$ cat src/rtl/dequantize_stream_unit.sv
// Three-stage int8 -> int32 dequantize pipeline: zero-point subtract, Q31 multiply,
// round/shift/saturate. A single global stall (advance) freezes every stage together.
module dequantize_stream_unit (
  input  logic        clk,
  input  logic        reset_n,
  input  logic        in_valid,
  output logic        in_ready,
  input  logic [7:0]  in_q,
  input  logic        choose_zero_point,
  input  logic [31:0] quant_mult,
  input  logic [5:0]  shift,
  output logic        out_valid,
  input  logic        out_ready,
  output logic [31:0] out_acc,
  output logic        out_sat,
  output logic        sat_sticky,
  input  logic        clear_sat
);

  // Handshake: a beat moves on a rising edge when valid && ready are both high.
  // in_ready mirrors advance, so the whole pipe moves or holds as one unit and
  // streams at one beat per cycle while out_ready stays high.
  logic advance;
  assign advance  = !out_valid || out_ready;
  assign in_ready = advance;

  // ---------------- S1: zero-point subtract and shift decode ----------------
  logic [9:0]  zp_offset;
  logic [9:0]  diff_c;
  logic [5:0]  rshift_c;

  always_comb begin
    // Subtracting a negative zero point is adding its magnitude.
    zp_offset = choose_zero_point ? 10'd16 : 10'd128;
    diff_c    = {{2{in_q[7]}}, in_q} + zp_offset;
    // 31 + shift in 6-bit modular arithmetic; shift = -32 would wrap to 63,
    // so it is clamped to -31 (R = 0).
    if (shift == 6'b100000) begin
      rshift_c = 6'd0;
    end else begin
      rshift_c = 6'd31 + shift;
    end
  end

  logic        s1_valid;
  logic [9:0]  s1_diff;
  logic [31:0] s1_mult;
  logic [5:0]  s1_rshift;

  // ---------------- S2: signed 10x32 multiply ----------------
  logic signed [63:0] prod_c;

  always_comb begin
    prod_c = $signed({{54{s1_diff[9]}}, s1_diff}) * $signed({{32{s1_mult[31]}}, s1_mult});
  end

  logic               s2_valid;
  logic signed [63:0] s2_prod;
  logic [5:0]         s2_rshift;

  // ---------------- S3: round half up, arithmetic shift, saturate ----------------
  logic [63:0]        round_term_c;
  logic signed [63:0] sum_c;
  logic signed [63:0] shifted_c;
  logic               sat_c;
  logic [31:0]        acc_c;

  always_comb begin
    round_term_c = 64'd0;
    if (s2_rshift != 6'd0) begin
      round_term_c = 64'd1 << (s2_rshift - 6'd1);
    end
    // |prod| < 2^40 and the rounding term is at most 2^61, so the sum cannot wrap.
    sum_c     = s2_prod + $signed(round_term_c);
    shifted_c = sum_c >>> s2_rshift;
    // In range exactly when bits 63..31 are all copies of the sign bit.
    sat_c     = !((&shifted_c[63:31]) || !(|shifted_c[63:31]));
    if (sat_c) begin
      acc_c = shifted_c[63] ? 32'h8000_0000 : 32'h7FFF_FFFF;
    end else begin
      acc_c = shifted_c[31:0];
    end
  end

  // ---------------- stage registers ----------------
  always_ff @(posedge clk or negedge reset_n) begin
    if (!reset_n) begin
      s1_valid  <= 1'b0;
      s1_diff   <= '0;
      s1_mult   <= '0;
      s1_rshift <= '0;
      s2_valid  <= 1'b0;
      s2_prod   <= '0;
      s2_rshift <= '0;
      out_valid <= 1'b0;
      out_acc   <= '0;
      out_sat   <= 1'b0;
    end else if (advance) begin
      s1_valid <= in_valid;
      if (in_valid) begin
        s1_diff   <= diff_c;
        s1_mult   <= quant_mult;
        s1_rshift <= rshift_c;
      end
      s2_valid <= s1_valid;
      if (s1_valid) begin
        s2_prod   <= prod_c;
        s2_rshift <= s1_rshift;
      end
      out_valid <= s2_valid;
      out_sat   <= s2_valid && sat_c;
      if (s2_valid) begin
        out_acc <= acc_c;
      end
    end
  end

  // Clear wins over a set arriving in the same cycle.
  always_ff @(posedge clk or negedge reset_n) begin
    if (!reset_n) begin
      sat_sticky <= 1'b0;
    end else if (clear_sat) begin
      sat_sticky <= 1'b0;
    end else if (out_valid && out_ready && out_sat) begin
      sat_sticky <= 1'b1;
    end
  end

endmodule

$ cat config.mk
export PLATFORM = sky130hd
export DESIGN_NAME = dequantize_stream_unit
export DESIGN_NICKNAME = d
export VERILOG_FILES = /design/src/rtl/dequantize_stream_unit.sv
export SDC_FILE = /design/constraint.sdc
export NUM_CORES = 1
export LEC_CHECK = 0
export CAP_MARGIN = 10
export CORE_MARGIN = 8
export CORE_UTILIZATION = 38
export CTS_CLUSTER_DIAMETER = 200
export DETAILED_ROUTE_END_ITERATION = 16
export PLACE_DENSITY = 0.6
export SLEW_MARGIN = 20
export SYNTH_ARGS = -nofsm -noshare
export SYNTH_HDL_FRONTEND = slang
export SYNTH_SLANG_ARGS = --single-unit
$ cat constraint.sdc
create_clock -name clk -period 21.5 [get_ports clk]
set_input_delay 4.3 -clock clk [delete_from_list [all_inputs] [get_ports clk]]
set_output_delay 4.3 -clock clk [all_outputs]
set_load 0.005 [all_outputs]
==> impl_results.md, run 1 <==
* Cell variety after synth at 98
* Cell area after synthesis at 25,600 um^2
* Routability-driven placement congestion ratio at around 0.96
* Largest family of logic cells by synthesized area: adder cells
* Clk buf depth at 2
* FF-to-FF path depth at 21
* Warnings from Yosys at 0
* Seq/Total Area, Yosys at about an eighth
* TritonCTS buffer count at 17
* Post-CTS Resized at 0
* Largest cells by area after synthesis: fa_1 (21%), dfrtp_1 (13%), ha_1 (7.9%)
* Most common cell after layout, fill and taps aside: nand2_1
* FF-to-FF End: out_acc[27]$_DFFE_PN0P_
* CP Data Arrival Time at between 5000 and 6000 ps
* Compound-gate portion of the synthesized area at 18.4%
* Fmax at ~0.10 GHz
* Number of max-cap violations at 0
* Hold_ws at about 480 ps
* Final Max Slew Viols at 0
* Type of the most critical hold path: register to register
* Critical Path Start Type: input pin
* # rows at between 90 and 100
* GRT Overall Usage at between 20 and 25%
* Tightest Pin Transition at ~1100 ps
* Filler cells at 6,881
* Clk_lat worst skew at 470 ps
* Synth area leader: fa_1
* Most frequent cells in the layout: nand2_1 (429), fa_1 (268), inv_1 (247)
* Layout Nets at 3,564
* Initial DRC Count at between 1,500 and 2,000
* Final ANT Viol Nets at 0
* Number of post-CTS setup repair buffers at 0
* Post-DP HPWL at ~60,000 um
* EDFF count, synth at 0
* CTS Sinks at around 130
* Die Height at 276 um
* Root Buffer: clkbuf_16
* R2R setup slack at around 12,000 ps
* Hold-fix buffers at CTS at 0
* Critical Path RT at roughly 17,000 ps
* Final WL at about 76,000 um
* Largest net degree at the start of global routing at 87
* Starting Density at between 30% and 40%
* CTS tree: built
* Die ar. at 75,900 um^2
* Final worst slack at roughly 12,000 ps
* Adder-cell share of the synthesized area at around 29%
* Cell count after synthesis at between 3,000 and 4,000
* R2r startpoint: s2_rshift[1]$_DFFE_PN0P_
* Post-placement worst setup slack at 11,540 ps
* Asr flop ratio synth at 100%
* Drt drc at 0
* Synth Register Bits at around 130
* Clock Pin Slew Worst Setup and Hold Paths at 60 ps
* RSZ-0062 raised after global routing: no
* CORE AREA at roughly 67,000 um^2
* Total grt overflow at 0
* Post-DR vias/cell at 5.74
* # diodes at 0
* Tcrit/Tclk final at about 46%
* Synth Flop Type: dfrtp_1
* Port bufs at 87
* Tmin final at around 10000 ps
* Initial antenna violation count at 0
* CP Class: input pin to output pin
* H-tree depth at 4
* Worst slew margin at 24.5%
* Hold Crit Endpoint: s1_rshift[5]$_DFFE_PN0P_
* Min-delay src: s1_rshift[5]$_DFFE_PN0P_
* Fraction of the mapped netlist area in simple logic gates at around a fifth
* Syn-to-layout area delta at 7.63%
* Critical path peak fanout at 6
* Vias in the first global route at ~22,000
* Synthesized Nets at about 3,600
* Multiplexer share of the synthesized area at ~8.3%
* Fin. Hold Viols at 0
* Chip width at 276 um
* Share of cells above drive strength 1 at 6.07%
* TritonRoute pass-1 iters at 6
* Synth Area in XOR/XNOR at roughly 3.3%
* Crit. End Element: output pin
* Drt wl/cell at around 19 um
* Hold depth at 2
* Clock Skew at 17.1 ps
* Synth top area share at 21.0%
* Post-Route Utilization at roughly two fifths
* Final setup viols at 0
* Avg Cell Area, Syn at roughly 8.1 um^2
* IO Pins at between 80 and 90
* Routed vias at roughly 23,000
* Status: finished clean
* First-pass GRT wire length at 124,000 um
* Setup_tns at 0 ps
-- cell type report --
class	count	area (um^2)	area share (%)
multi-input cells	2558	20500	74.3
flip-flops and latches	133	3330	12.1
repair buffers	120	1120	4.06
well taps	873	1090	3.96
inverters	252	946	3.43
clock buffers	19	453	1.64
clock inverters	13	130	0.472
-- worst max path at each step --
stage	startpoint	endpoint	slack (ps)	cells after the start
floorplan	out_ready	in_ready	12590	2
global placement	out_ready	in_ready	11600	4
detailed placement	out_ready	in_ready	11540	4
CTS	out_ready	in_ready	11540	4
global route	out_ready	in_ready	11430	4
finish	out_ready	in_ready	11540	4
-- metrics by stage --
step                std cells  instance area, um^2
floorplan                3163                25600
global placement         3936                27000
detailed placement       3936                27000
CTS                      3968                27600
global route             3968                27600
finish                   3968                27600
-- registers in the layout, indices dropped and copies added (netlist names) --
name        cells
s2_prod        42
out_acc        32
s1_mult        32
s1_diff        10
s1_rshift       6
s2_rshift       6
out_sat         1
out_valid       1
s1_valid        1
s2_valid        1
sat_sticky      1
-- cell families (layout without fill, tap and decap cells) --
logic type	count (synthesis)	in the layout
adder cells (fa/ha/maj)	430	430
XOR/XNOR	97	97
AND/OR/NAND/NOR	1136	1136
AO/OA/AOI/OAI	704	704
buffers and inverters	472	404
multiplexers	191	191
flip-flops	133	133
-- worst max-delay path, cell delays in order --
cell and delay (ps):
clkdlybuf4s50_1 420, nor2b_1 270, inv_1 180, clkdlybuf4s50_1 490
-- routing by layer --
| metal | share of wire [%] | vias up | global-route usage (%) | wire (um) |
|---|---|---|---|---|
| met5 | 0 | - | 0 | 0 |
| met4 | 2.5 | 0 | 6.09 | 1900 |
| met3 | 5.4 | 131 | 2.53 | 4090 |
| met2 | 46 | 747 | 33.0 | 35100 |
| met1 | 46 | 11100 | 27.6 | 35200 |
| li1 | - | 10800 | - | - |
-- cells in the mapped netlist (all sizes together), types with 11 or more instances --
library cell	instances
nor2b	13
buf	52
o2111ai	11
nand3	60
nor4	21
o21bai	18
nor2	241
mux2	65
o22ai	11
xnor2	56
o21a	31
o31ai	12
mux2i	116
and2	155
nand2b	41
ha	162
xor2	41
o311ai	14
fa	268
a21oi	167
nand4	42
o21ai	162
or3	22
a211oi	47
inv	251
dfrtp	133
nor3	52
nand2	431
a21o	32
clkbuf	168
a31oi	30
o221ai	13
and3	21
o211ai	42
Power of run 1 is left out: the tool's default activity adds up to more than one toggle a clock period on the data nets, which glitch-free logic cannot reach.
==> inputs of run 2 (changes only) <==
clock period = 9.3 ns   (was 21.5 ns; I/O delays follow)
==> impl_results.md, run 2 (synthesized netlist as in run 1, its figures left out) <==
* Post-CTS Resized at 0 (unchanged)
* CTS Sinks at 133 (unchanged)
* Final ANT Viol Nets at 0 (unchanged)
* Drt drc at 0 (unchanged)
* Largest net degree at the start of global routing at 87 (unchanged)
* Most frequent cells in the layout: nand2_1 (429), fa_1 (268), inv_1 (247) (unchanged)
* Syn-to-layout area delta at 8.19% (was 7.63%)
* Drt wl/cell at 19.9 um (was 19.2 um)
* Starting Density at 38.3% (unchanged)
* Number of max-cap violations at 0 (unchanged)
* # rows at 95 (unchanged)
* Largest Register: s2_prod (unchanged)
* Critical Path RT at 9680 ps (was 17,200 ps)
* H-tree depth at 4 (unchanged)
* RSZ-0062 raised after global routing: no (unchanged)
* Chip width at 276 um (unchanged)
* Critical Path Start Type: register (was input pin)
* CORE AREA at 66,900 um^2 (unchanged)
* Tightest Pin Transition at 1090 ps (was 1130 ps)
* Clk buf depth at 2 (unchanged)
* Fin. Hold Viols at 0 (unchanged)
* Final setup viols at 0 (unchanged)
* CTS tree: built (unchanged)
* Total grt overflow at 0 (unchanged)
* Routability-driven placement congestion ratio at 0.966 (was 0.964)
* Post-DP HPWL at 62,100 um (was 59,800 um)
* Port bufs at 87 (unchanged)
* Die Height at 276 um (unchanged)
* Number of post-CTS setup repair buffers at 0 (unchanged)
* Clock Skew at 47.0 ps (was 17.1 ps)
* Die ar. at 75,900 um^2 (unchanged)
* Tmin final at roughly 8100 ps
* # diodes at 0 (unchanged)
* Setup_tns at 0 ps (unchanged)
* Filler cells at 6,740 (was 6,881)
* Final Max Slew Viols at 0 (unchanged)
* Tcrit/Tclk final at approximately 87%
* Clk_lat worst skew at 510 ps (was 470 ps)
* Status: finished clean (unchanged)
* Most common cell after layout, fill and taps aside: nand2_1 (unchanged)
* Post-DR vias/cell at 5.74 (about the same)
* Vias in the first global route at 22,900 (was 22,500)
* Root Buffer: clkbuf_16 (unchanged)
* CP Data Arrival Time at 8480 ps (was 5660 ps)
* Hold-fix buffers at CTS at 0 (unchanged)
* First-pass GRT wire length at 128,000 um (was 124,000 um)
* Max reg flops at 42 (unchanged)
* Share of cells above drive strength 1 at 6.62% (was 6.07%)
* Initial antenna violation count at 1 (was 0)
* DP Area at 27,100 um^2 (was 27,000 um^2)
* Worst slew margin at 26.1% (was 24.5%)
* Layout Nets at 3,583 (was 3,564)
* Crit. End Element: register (was output pin)
* IO Pins at 88 (unchanged)
* Type of the most critical hold path: register to register (unchanged)
* Final WL at 79,400 um (was 76,300 um)
* Initial DRC Count at 1,816 (unchanged)
* Critical path peak fanout at 25 (was 6)
* Post-route cell area at 27,700 um^2 (was 27,600 um^2)
* Fmax at 0.123 GHz
* Routed vias at 22,900 (was 22,800)
* TritonRoute pass-1 iters at 6 (unchanged)
* CP Class: register to register (was input pin to output pin)
* Clock Pin Slew Worst Setup and Hold Paths at 100 ps (was 60 ps)
* GRT Overall Usage at 21.0% (was 20.1%)
* Largest registers: s2_prod (42), out_acc (32), s1_mult (32) (unchanged)
* TritonCTS buffer count at 17 (unchanged)
## run 2: cell types whose count changed in the layout (fill, tap and decap cells not counted)
cell	previous run	this run
clkinv_4	3	2
clkinv_2	7	5
inv_6	1	2
clkbuf_1	0	1
buf_4	33	52
nor2_2	1	0
dfrtp_2	5	6
dfrtp_1	128	127
nor2_1	239	240
clkinvlp_4	0	1
## run 2: area by class of cell
type / instances / area [um^2] / share of cell area, %
clock buffer: 20 / 457 / 1.65
clock inverter: 12 / 128 / 0.461
inverter: 252 / 946 / 3.41
multi-input combinational: 2558 / 20500 / 73.9
sequential: 133 / 3340 / 12.0
tap: 873 / 1090 / 3.94
timing repair buffer: 139 / 1260 / 4.56
## run 2: final timing paths
kind,depth (start not counted),slack [ps],from,end
max reg2reg,24,1200,s2_rshift[3]$_DFFE_PN0P_,out_acc[2]$_DFFE_PN0P_
max,24,1200,s2_rshift[3]$_DFFE_PN0P_,out_acc[2]$_DFFE_PN0P_
min reg2reg,2,480,s1_rshift[0]$_DFFE_PN0P_,s1_rshift[0]$_DFFE_PN0P_
min in group asynchronous,1,1390,reset_n,out_acc[6]$_DFFE_PN0P_
max in group asynchronous,2,6490,reset_n,s2_rshift[1]$_DFFE_PN0P_
min,2,480,s1_rshift[0]$_DFFE_PN0P_,s1_rshift[0]$_DFFE_PN0P_
## run 2: metal layers
| layer | global-route usage, % | vias to the layer above | share of wire (%) | routed length, um |
|---|---|---|---|---|
| li1 | - | 10800 | - | - |
| met4 | 6.63 | 0 | 3.2 | 2510 |
| met1 | 28.5 | 11100 | 45 | 35800 |
| met3 | 3.17 | 163 | 5.6 | 4460 |
| met2 | 34.1 | 802 | 46 | 36600 |
| met5 | 0 | - | 0 | 0 |
## run 2: per-stage QoR
| step | utilization [%] | hold WS, ps | setup slack, ps | cells |
|---|---|---|---|---|
| after floorplan | - | 446 | 1450 | 3163 |
| after global placement | 40.5 | 464 | 1280 | 3955 |
| after detailed placement | 40.5 | 471 | 1420 | 3955 |
| after CTS | 41.4 | 485 | 1380 | 3987 |
| after global routing | 41.4 | 514 | 698 | 3987 |
| final | 41.4 | 479 | 1200 | 3987 |
## run 2: critical path, stage by stage, from the launching register on
cell and delay (ps):
dfrtp_2 570, inv_2 420, nor2_1 120, buf_4 180
nand2_1 160, nor2_1 70, ha_1 480, nand4_1 220
nor4_1 720, nand3_1 230, nor2_1 130, buf_4 160
o21a_1 320, o211ai_1 240, and4_1 310, a2111oi_0 600
a31oi_1 250, a21oi_1 330, mux2_2 240, or4b_1 460
a2111o_1 390, nor3_2 360, or3_1 460, nor2_1 190
o41ai_1 350
Power of run 2 is left out for the same reason.
